<file path="src/rtl/mu_ddr_adapter_pkg.sv">
// Shared types and default widths for the matrix-unit DDR AVMM adapter.
package mu_ddr_adapter_pkg;
    localparam int DDR_ADDR_W     = 33;
    localparam int DDR_DATA_W     = 8;
    localparam int STAT_W         = 16;
    localparam int TIMEOUT_CYCLES = 1024;

    typedef enum logic [1:0] {
        IDLE,
        CMD,
        RDWAIT,
        RSP
    } state_e;

    typedef enum logic {
        OP_READ,
        OP_WRITE
    } op_e;
endpackage

</file>
<file path="src/rtl/mu_sat_counter.sv">
// Saturating event counter; one-cycle update latency, clear beats increment.
module mu_sat_counter #(
    parameter int width = 16
) (
    input  logic             clk_i,
    input  logic             rst_i,
    input  logic             inc_i,
    input  logic             clr_i,
    output logic [width-1:0] count_o
);
    logic [width-1:0] count_q;

    always_ff @(posedge clk_i) begin
        if (rst_i || clr_i) begin
            count_q <= '0;
        end else if (inc_i && (count_q != '1)) begin
            count_q <= count_q + width'(1);
        end
    end

    assign count_o = count_q;
endmodule

</file>
<file path="src/rtl/mu_ddr_avmm_adapter.sv">
// Single-outstanding request/response to AVMM host bridge with timeout and stats.
// Write rsp at T+2, read rsp at T+2+rdv latency; command held across waitrequest.
module mu_ddr_avmm_adapter
    import mu_ddr_adapter_pkg::*;
#(
    parameter int ddr_addr_w     = DDR_ADDR_W,
    parameter int ddr_data_w     = DDR_DATA_W,
    parameter int stat_w         = STAT_W,
    parameter int timeout_cycles = TIMEOUT_CYCLES
) (
    input  logic                  clk_i,
    input  logic                  rst_i,
    input  logic                  req_read_i,
    input  logic                  req_write_i,
    input  logic [ddr_addr_w-1:0] req_addr_i,
    input  logic [ddr_data_w-1:0] req_wdata_i,
    output logic                  req_ready_o,
    output logic                  rsp_valid_o,
    output logic [ddr_data_w-1:0] rsp_rdata_o,
    output logic                  rsp_err_o,
    output logic [ddr_addr_w-1:0] avmm_address_o,
    output logic                  avmm_read_o,
    output logic                  avmm_write_o,
    output logic [ddr_data_w-1:0] avmm_writedata_o,
    input  logic                  avmm_waitreq_i,
    input  logic [ddr_data_w-1:0] avmm_readdata_i,
    input  logic                  avmm_readdatavalid_i,
    input  logic                  clr_stats_i,
    output logic [stat_w-1:0]     rd_count_o,
    output logic [stat_w-1:0]     wr_count_o,
    output logic                  timeout_o,
    output logic                  stray_rdv_o
);
    localparam int TW = $clog2(timeout_cycles + 1);

    state_e                state_q, state_d;
    op_e                   op_q;
    logic [ddr_addr_w-1:0] addr_q;
    logic [ddr_data_w-1:0] wdata_q, rdata_q;
    logic                  err_q, timeout_q, stray_q;
    logic [TW-1:0]         tmo_cnt_q;
    logic [stat_w-1:0]     rd_cnt, wr_cnt;

    logic req_any, req_both, accept, rd_done, wr_done, tmo_hit, tmo_abort, stray_rdv;

    assign req_any   = req_read_i | req_write_i;
    assign req_both  = req_read_i & req_write_i;
    assign accept    = (state_q == CMD) && !avmm_waitreq_i;
    assign rd_done   = (state_q == RDWAIT) && avmm_readdatavalid_i;
    assign wr_done   = accept && (op_q == OP_WRITE);
    assign tmo_hit   = (tmo_cnt_q == TW'(timeout_cycles - 1));
    // Completion on the final allowed cycle takes priority over the abort.
    assign tmo_abort = tmo_hit && (((state_q == CMD) && !accept) ||
                                   ((state_q == RDWAIT) && !avmm_readdatavalid_i));
    assign stray_rdv = avmm_readdatavalid_i && (state_q != RDWAIT);

    always_ff @(posedge clk_i) begin
        if (rst_i) begin
            state_q <= IDLE;
        end else begin
            state_q <= state_d;
        end
    end

    always_comb begin
        state_d = state_q;
        case (state_q)
            IDLE:    if (req_any) state_d = req_both ? RSP : CMD;
            CMD: begin
                if (accept)       state_d = (op_q == OP_WRITE) ? RSP : RDWAIT;
                else if (tmo_hit) state_d = RSP;
            end
            RDWAIT:  if (avmm_readdatavalid_i || tmo_hit) state_d = RSP;
            RSP:     state_d = IDLE;
            default: state_d = IDLE;
        endcase
    end

    always_comb begin
        req_ready_o      = 1'b0;
        rsp_valid_o      = 1'b0;
        rsp_err_o        = 1'b0;
        rsp_rdata_o      = '0;
        avmm_address_o   = '0;
        avmm_writedata_o = '0;
        avmm_read_o      = 1'b0;
        avmm_write_o     = 1'b0;
        rd_count_o       = '0;
        wr_count_o       = '0;
        timeout_o        = 1'b0;
        stray_rdv_o      = 1'b0;
        if (!rst_i) begin
            req_ready_o      = (state_q == IDLE);
            rsp_valid_o      = (state_q == RSP);
            rsp_err_o        = (state_q == RSP) && err_q;
            rsp_rdata_o      = rdata_q;
            avmm_address_o   = addr_q;
            avmm_writedata_o = wdata_q;
            avmm_read_o      = (state_q == CMD) && (op_q == OP_READ);
            avmm_write_o     = (state_q == CMD) && (op_q == OP_WRITE);
            rd_count_o       = rd_cnt;
            wr_count_o       = wr_cnt;
            timeout_o        = timeout_q;
            stray_rdv_o      = stray_q;
        end
    end

    always_ff @(posedge clk_i) begin
        if (rst_i) begin
            op_q      <= OP_READ;
            addr_q    <= '0;
            wdata_q   <= '0;
            rdata_q   <= '0;
            err_q     <= 1'b0;
            tmo_cnt_q <= '0;
            timeout_q <= 1'b0;
            stray_q   <= 1'b0;
        end else begin
            if ((state_q == IDLE) && req_any) begin
                addr_q  <= req_addr_i;
                wdata_q <= req_wdata_i;
                op_q    <= req_write_i ? OP_WRITE : OP_READ;
                err_q   <= req_both;
            end else if (tmo_abort) begin
                err_q <= 1'b1;
            end
            if (state_q == IDLE) begin
                tmo_cnt_q <= '0;
            end else if ((state_q == CMD) || (state_q == RDWAIT)) begin
                tmo_cnt_q <= tmo_cnt_q + TW'(1);
            end
            if (rd_done) begin
                rdata_q <= avmm_readdata_i;
            end
            if (clr_stats_i)    timeout_q <= 1'b0;
            else if (tmo_abort) timeout_q <= 1'b1;
            if (clr_stats_i)    stray_q <= 1'b0;
            else if (stray_rdv) stray_q <= 1'b1;
        end
    end

    mu_sat_counter #(.width(stat_w)) u_rd_cnt (
        .clk_i   (clk_i),
        .rst_i   (rst_i),
        .inc_i   (rd_done),
        .clr_i   (clr_stats_i),
        .count_o (rd_cnt)
    );

    mu_sat_counter #(.width(stat_w)) u_wr_cnt (
        .clk_i   (clk_i),
        .rst_i   (rst_i),
        .inc_i   (wr_done),
        .clr_i   (clr_stats_i),
        .count_o (wr_cnt)
    );
endmodule

</file>
<file path="config.mk">
export PLATFORM = sky130hd
export DESIGN_NAME = mu_ddr_avmm_adapter
export DESIGN_NICKNAME = d
export VERILOG_FILES = /design/src/rtl/mu_ddr_adapter_pkg.sv /design/src/rtl/mu_sat_counter.sv /design/src/rtl/mu_ddr_avmm_adapter.sv
export SDC_FILE = /design/constraint.sdc
export NUM_CORES = 1
export LEC_CHECK = 0
export CORE_AREA = 2 2 92 116
export DETAILED_ROUTE_END_ITERATION = 8
export DIE_AREA = 0 0 94 118
export HOLD_SLACK_MARGIN = 0.15
export PLACE_DENSITY = 0.79
export SYNTH_ARGS = -nofsm -noshare
export SYNTH_HDL_FRONTEND = slang
export SYNTH_SLANG_ARGS = --single-unit
</file>
<file path="constraint.sdc">
create_clock -name clk_i -period 2.3 [get_ports clk_i]
set_input_delay 0.345 -clock clk_i [delete_from_list [all_inputs] [get_ports clk_i]]
set_output_delay 0.345 -clock clk_i [all_outputs]
set_load 0.01 [all_outputs]
</file>
Word level (Yosys, flattened, before mapping)
Cells that the tools add are included. W data, S select, Z words.

Add/subtract/negate cells: 3. $mul: 0. Divide/modulo/power cells: 0. $lt $le $gt $ge: 0. Equal/unequal tests: 10. Shift operators: 0. Muxes and demuxes: 22. Bitwise operators: 3. Reductions and logical operators: 25.

Operators by type and width (count): $mux W33 (1); $add A16 B1 Y16 const B (2); $mux W16 (2); $ne A16 B16 Y1 const B (2); $mux W8 (2); $logic_and A1 B1 Y1 (13); $add A11 B1 Y11 const B (1); $eq A11 B10 Y1 const B (1); $mux W1 (11); $mux W2 (5); $pmux W2 S4 (1); $eq A2 B2 Y1 const B (2); $logic_or A1 B1 Y1 (4); $ne A2 B2 Y1 const B (2); $reduce_or A2 Y1 (2); $logic_not A1 Y1 (3); $ne A3 B3 Y1 const B (1); $reduce_and A3 Y1 (1); $eq A2 B1 Y1 const B (1); $logic_not A2 Y1 (1); $ne A2 B1 Y1 const B (1); $reduce_bool A2 Y1 (1); $and A1 B1 Y1 (1); $not A1 Y1 (1); $or A1 B1 Y1 (1).

Register bits: 98. Latch bits: 0. Bits in writable memories: 0. Memory bits (read-only): 0. Input port bits: 56. Output and inout port bits: 88. Logic and storage cells: 74. Memories: 0.

Longest topological paths before layout
Depth in word-level cells: 8. Mapped depth: 8. Depth with buffers taken out: 7.

Hierarchy
A second synthesis with hierarchy kept.

Cell total of the unflattened synthesis: 507. Area, all modules: 4611.9 um^2.

By module, submodules not included: mu_ddr_avmm_adapter (times used 1, cells an instance 317, area each 2917.8 um^2, seq. area each 1321.3 um^2); mu_sat_counter (times used 2, cells an instance 95, area each 847.1 um^2, seq. area each 320.3 um^2).

Worst setup path after synthesis
Ideal clock, no wire load.

Path kind: register to register. From: register u_wr_cnt.count_q[0] (netlist: u_wr_cnt.count_o[0]). To: register u_wr_cnt.count_q[5] (netlist: u_wr_cnt.count_o[5]). Setup time: 128 ps. Data arrival time: 1530 ps. Required time: 2172 ps. Setup slack: 642 ps. Stages on the path, launching flop included: 7. Path buffers: 0. Period minus slack after synthesis: 1658 ps. Cell sequence: dfxtp_1 ha_1 nand3_2 nor4_4 nor4b_1 xnor2_1 nor2_1.

Longest elaborated chain between the ends: 2. Elaborated cells between the ends (all ways): 3. Classes of those cells: add/sub: 1; eq/ne: 1; reduce/logical: 1.

RTL lines: start, declared (RTL line mu_sat_counter.sv:11) `logic [width-1:0] count_q;`; start signal, assigned (RTL line mu_sat_counter.sv:17) `count_q <= count_q + width'(1);`; branches (longest 2 deep; another with $add A16 B1 Y16).

Parallel ways; which one is timed is not known. A chain may end at the register's enable or synchronous reset.

Final worst setup path
From: register state_q[1]. To: output port avmm_read_o.

Longest elaborated chain between the ends: 3.

RTL lines: start, declared (RTL line mu_ddr_avmm_adapter.sv:36) `state_e state_q, state_d;`; start signal, assigned (RTL line mu_ddr_avmm_adapter.sv:61) `state_q <= state_d;`; $eq A2 B1 Y1 (RTL line mu_ddr_avmm_adapter.sv:99) `avmm_read_o = (state_q == CMD) && (op_q == OP_READ);`; $logic_and A1 B1 Y1 (RTL line mu_ddr_avmm_adapter.sv:99); $mux W1 (RTL line mu_ddr_avmm_adapter.sv:92) `if (!rst_i) begin`; end, declared (RTL line mu_ddr_avmm_adapter.sv:22) `output logic avmm_read_o,`.

Every way passes these cells.

==> summary.txt <==
Outcome
  – Run status: finished clean

Synthesis
  – Async SR Flop Fraction: 0%
  – Synth Net Count: 562
  – Cell taking the most area after synthesis: dfxtp_1
  – Leading post-synthesis cells by cell area: dfxtp_1 (43%), nor2b_1 (12%), o22a_1 (7.8%), xnor2_1 (4.6%), nor2_1 (3.8%)
  – Seq/Total Area, Yosys: 42.9%
  – Synth cell types: 52
  – Synthesis Warnings: 0
  – Cell Area, Synth: 4580 um2
  – Synth Instances: 499
  – Top cell type's share of synthesized area: 42.9%
  – Synth Flop Type: dfxtp_1
  – Avg Synthesized Cell Area: 9.17 um2
  – EDFF count, synth: 0
  – Register bit count reported by yosys: 98

Floorplan
  – Core Rows: 41
  – Die footprint: 11,100 um2
  – Initial core utilization: 45.7%
  – Overall die height: 118 um
  – Die W: 94 um
  – Core Box Area: 10,000 um2
  – Ports: 144

Cells and area
  – Filler instances: 814
  – Layout cell share with drive strength beyond 1: 8.45%
  – Multi-input gate area: 2500 um2
  – Register cell area after layout: 1960 um2
  – Leading cell type in the layout, fill and taps excluded: clkdlybuf4s50_1
  – Fin nets: 697
  – Final Util: 65.1%
  – Commonest non-fill, non-tap cells in the layout: clkdlybuf4s50_1 (142), dfxtp_1 (97), nor2b_1 (86)
  – Finished Cell Area: 6520 um2
  – Area delta synth->final: 42.4%
  – ANT cells: 0

Clocking
  – H-tree level count: 3
  – Post-CTS setup buffers: 0
  – Clk_lat worst skew: 0.34 ns
  – Root Driver: clkbuf_16
  – TritonCTS clock tree: yes
  – Max Root-Sink Buffers: 2
  – Reg clk slew, reported paths: 0.07 ns
  – Clk sinks: 98
  – CTS buffer count: 9

Pwr
  – Switch share: 27.9%
  – Worst VDD drop: 0.000628 V
  – Internal: 4110 uW
  – P_sw: 1590 uW
  – Comb pwr share: 30.4%
  – Pwr per Cell Area: 875 nW/um2
  – Clock network power share: 31.9%
  – Register share of total power: 37.7%
  – Leakage power: 0.00237 uW
  – Pwr Total: 5700 uW

STA
  – Final clock skew: 0.00383 ns
  – Max Freq: 0.475 GHz
  – Post-layout min period: 2.10 ns
  – Hold_ws: 0.451 ns
  – Final Slew Violations: 0
  – Fin crit share: 91.5%
  – Total Neg Setup Slack: 0 ns
  – Worst Max-Slew Pin Slew: 0.576 ns
  – # setup viols final: 0
  – Final Hold Fails: 0
  – RSZ-0062 raised after global routing: no
  – Max-slew headroom: 61.6%

Job
  – Max_cap viols: 0

Critical path
  – WP data arrival: 1.76 ns
  – Crit Path Class: register to output port
  – Setup crit end kind: output port
  – Required time of the critical path: 1.96 ns
  – Setup crit start kind: register
  – Crit Path Max Fanout: 6
  – R2R setup slack: 0.37 ns

Drt
  – Drt total wl: 11.2 mm
  – Routed len/inst: 14.6 um
  – Total number of vias: 4,016
  – Post-DRT Antenna Nets: 0
  – DRT Pass-1 Iters: 4
  – DRT iter0 DRCs: 148
  – Via/cell ratio: 5.23
  – # DRC: 0

Place
  – Hpwl dp: 7.94 mm
  – Port Buf Inserts: 143
  – Global placement routability congestion: 0.888
  – Placed instance area: 6140 um2

GRT
  – Vias in the first global route: 3,988
  – Initial antenna violation count: 0
  – First-pass GRT wire length: 19.0 mm
  – Global route overflow: 0
  – Largest net degree at the start of global routing: 49
  – GRT Total Usage: 21.0%

Min path
  – HP Class: register to register
stage by stage:
step,cells,setup slack [ns]
finish,768,0.196
global route,768,0.0946
CTS,768,0.0693
detailed placement,752,0.258
global placement,752,0.306
floorplan,499,0.642
kinds of logic (layout without fill, tap and decap cells):
kind of cell | count (synthesis) | count (layout) | synth area share (%)
AND/OR/NAND/NOR | 245 | 245 | 31.9
flip-flops | 98 | 98 | 42.9
AO/OA/AOI/OAI | 79 | 79 | 13.2
XOR/XNOR | 35 | 35 | 6.70
buffers and inverters | 33 | 173 | 2.93
adder cells (fa/ha/maj) | 7 | 7 | 1.91
multiplexers | 2 | 2 | 0.438
path summary, 6_finish.rpt:
kind,startpoint,endpoint,cells after the start
worst min register to register,rdata_q[2],rdata_q[2],2
worst min-delay path,rdata_q[2],rdata_q[2],2
worst max register to register,u_wr_cnt.count_o[0],u_wr_cnt.count_o[0],6
worst max-delay path,state_q[1],avmm_read_o,4
cell usage after synthesis, types with 7 or more instances:
cell      number
dfxtp_1       98
nor2b_1       86
nor2_1        46
o22a_1        41
nand2_1       34
clkbuf_1      25
xnor2_1       24
a21oi_1       19
nand4_1       16
nand3_1       13
xor2_1        11
nor3_1         9
ha_1           7
cell type report:
class | count | share of cell area [%]
inverter | 5 | 0.288
clock inverter | 7 | 2.17
timing repair buffer | 152 | 23.2
sequential | 98 | 30.1
multi-input combinational | 368 | 38.3
clock buffer | 9 | 3.46
tap | 129 | 2.48
sequential cells by signal, summed over array words and instances (netlist names):
| register | cells |
|---|---|
| addr_q | 33 |
| err_q | 1 |
| op_q | 1 |
| rdata_q | 8 |
| state_q | 2 |
| stray_q | 1 |
| timeout_q | 1 |
| tmo_cnt_q | 11 |
| u_rd_cnt.count_o | 16 |
| u_wr_cnt.count_o | 16 |
| wdata_q | 8 |
layer usage:
layer	routed length, um	track usage (%)	vias up
met5	0	0	-
met4	242	8.88	0
met3	965	7.30	17
met2	5400	34.4	149
met1	4580	24.8	1853
li1	-	-	1997
power groups by stage:
| stage | clock (uW) | sequential (uW) | combinational (uW) |
|---|---|---|---|
| 2_1_floorplan | 0 | 2150 | 1060 |
| 3_3_place_gp | 0 | 2180 | 1690 |
| 3_5_place_dp | 0 | 2180 | 1730 |
| 4_1_cts | 1850 | 2150 | 1750 |
| 5_1_grt | 1920 | 2190 | 1900 |
| 6_report | 1820 | 2150 | 1730 |
worst max-delay path, cell delays in order (launching register included):
cell and delay (ns):
dfxtp_1 0.36, inv_1 0.10, ha_2 0.22, nor3b_2 0.18
clkdlybuf4s50_1 0.56
repair_timing:
item                                    in CTS  in global routing
hold buffers                                 0                  0
gates resized for setup                      0                  3
endpoints found under the setup margin       0                  1
(Power assumes the default switching activity.)
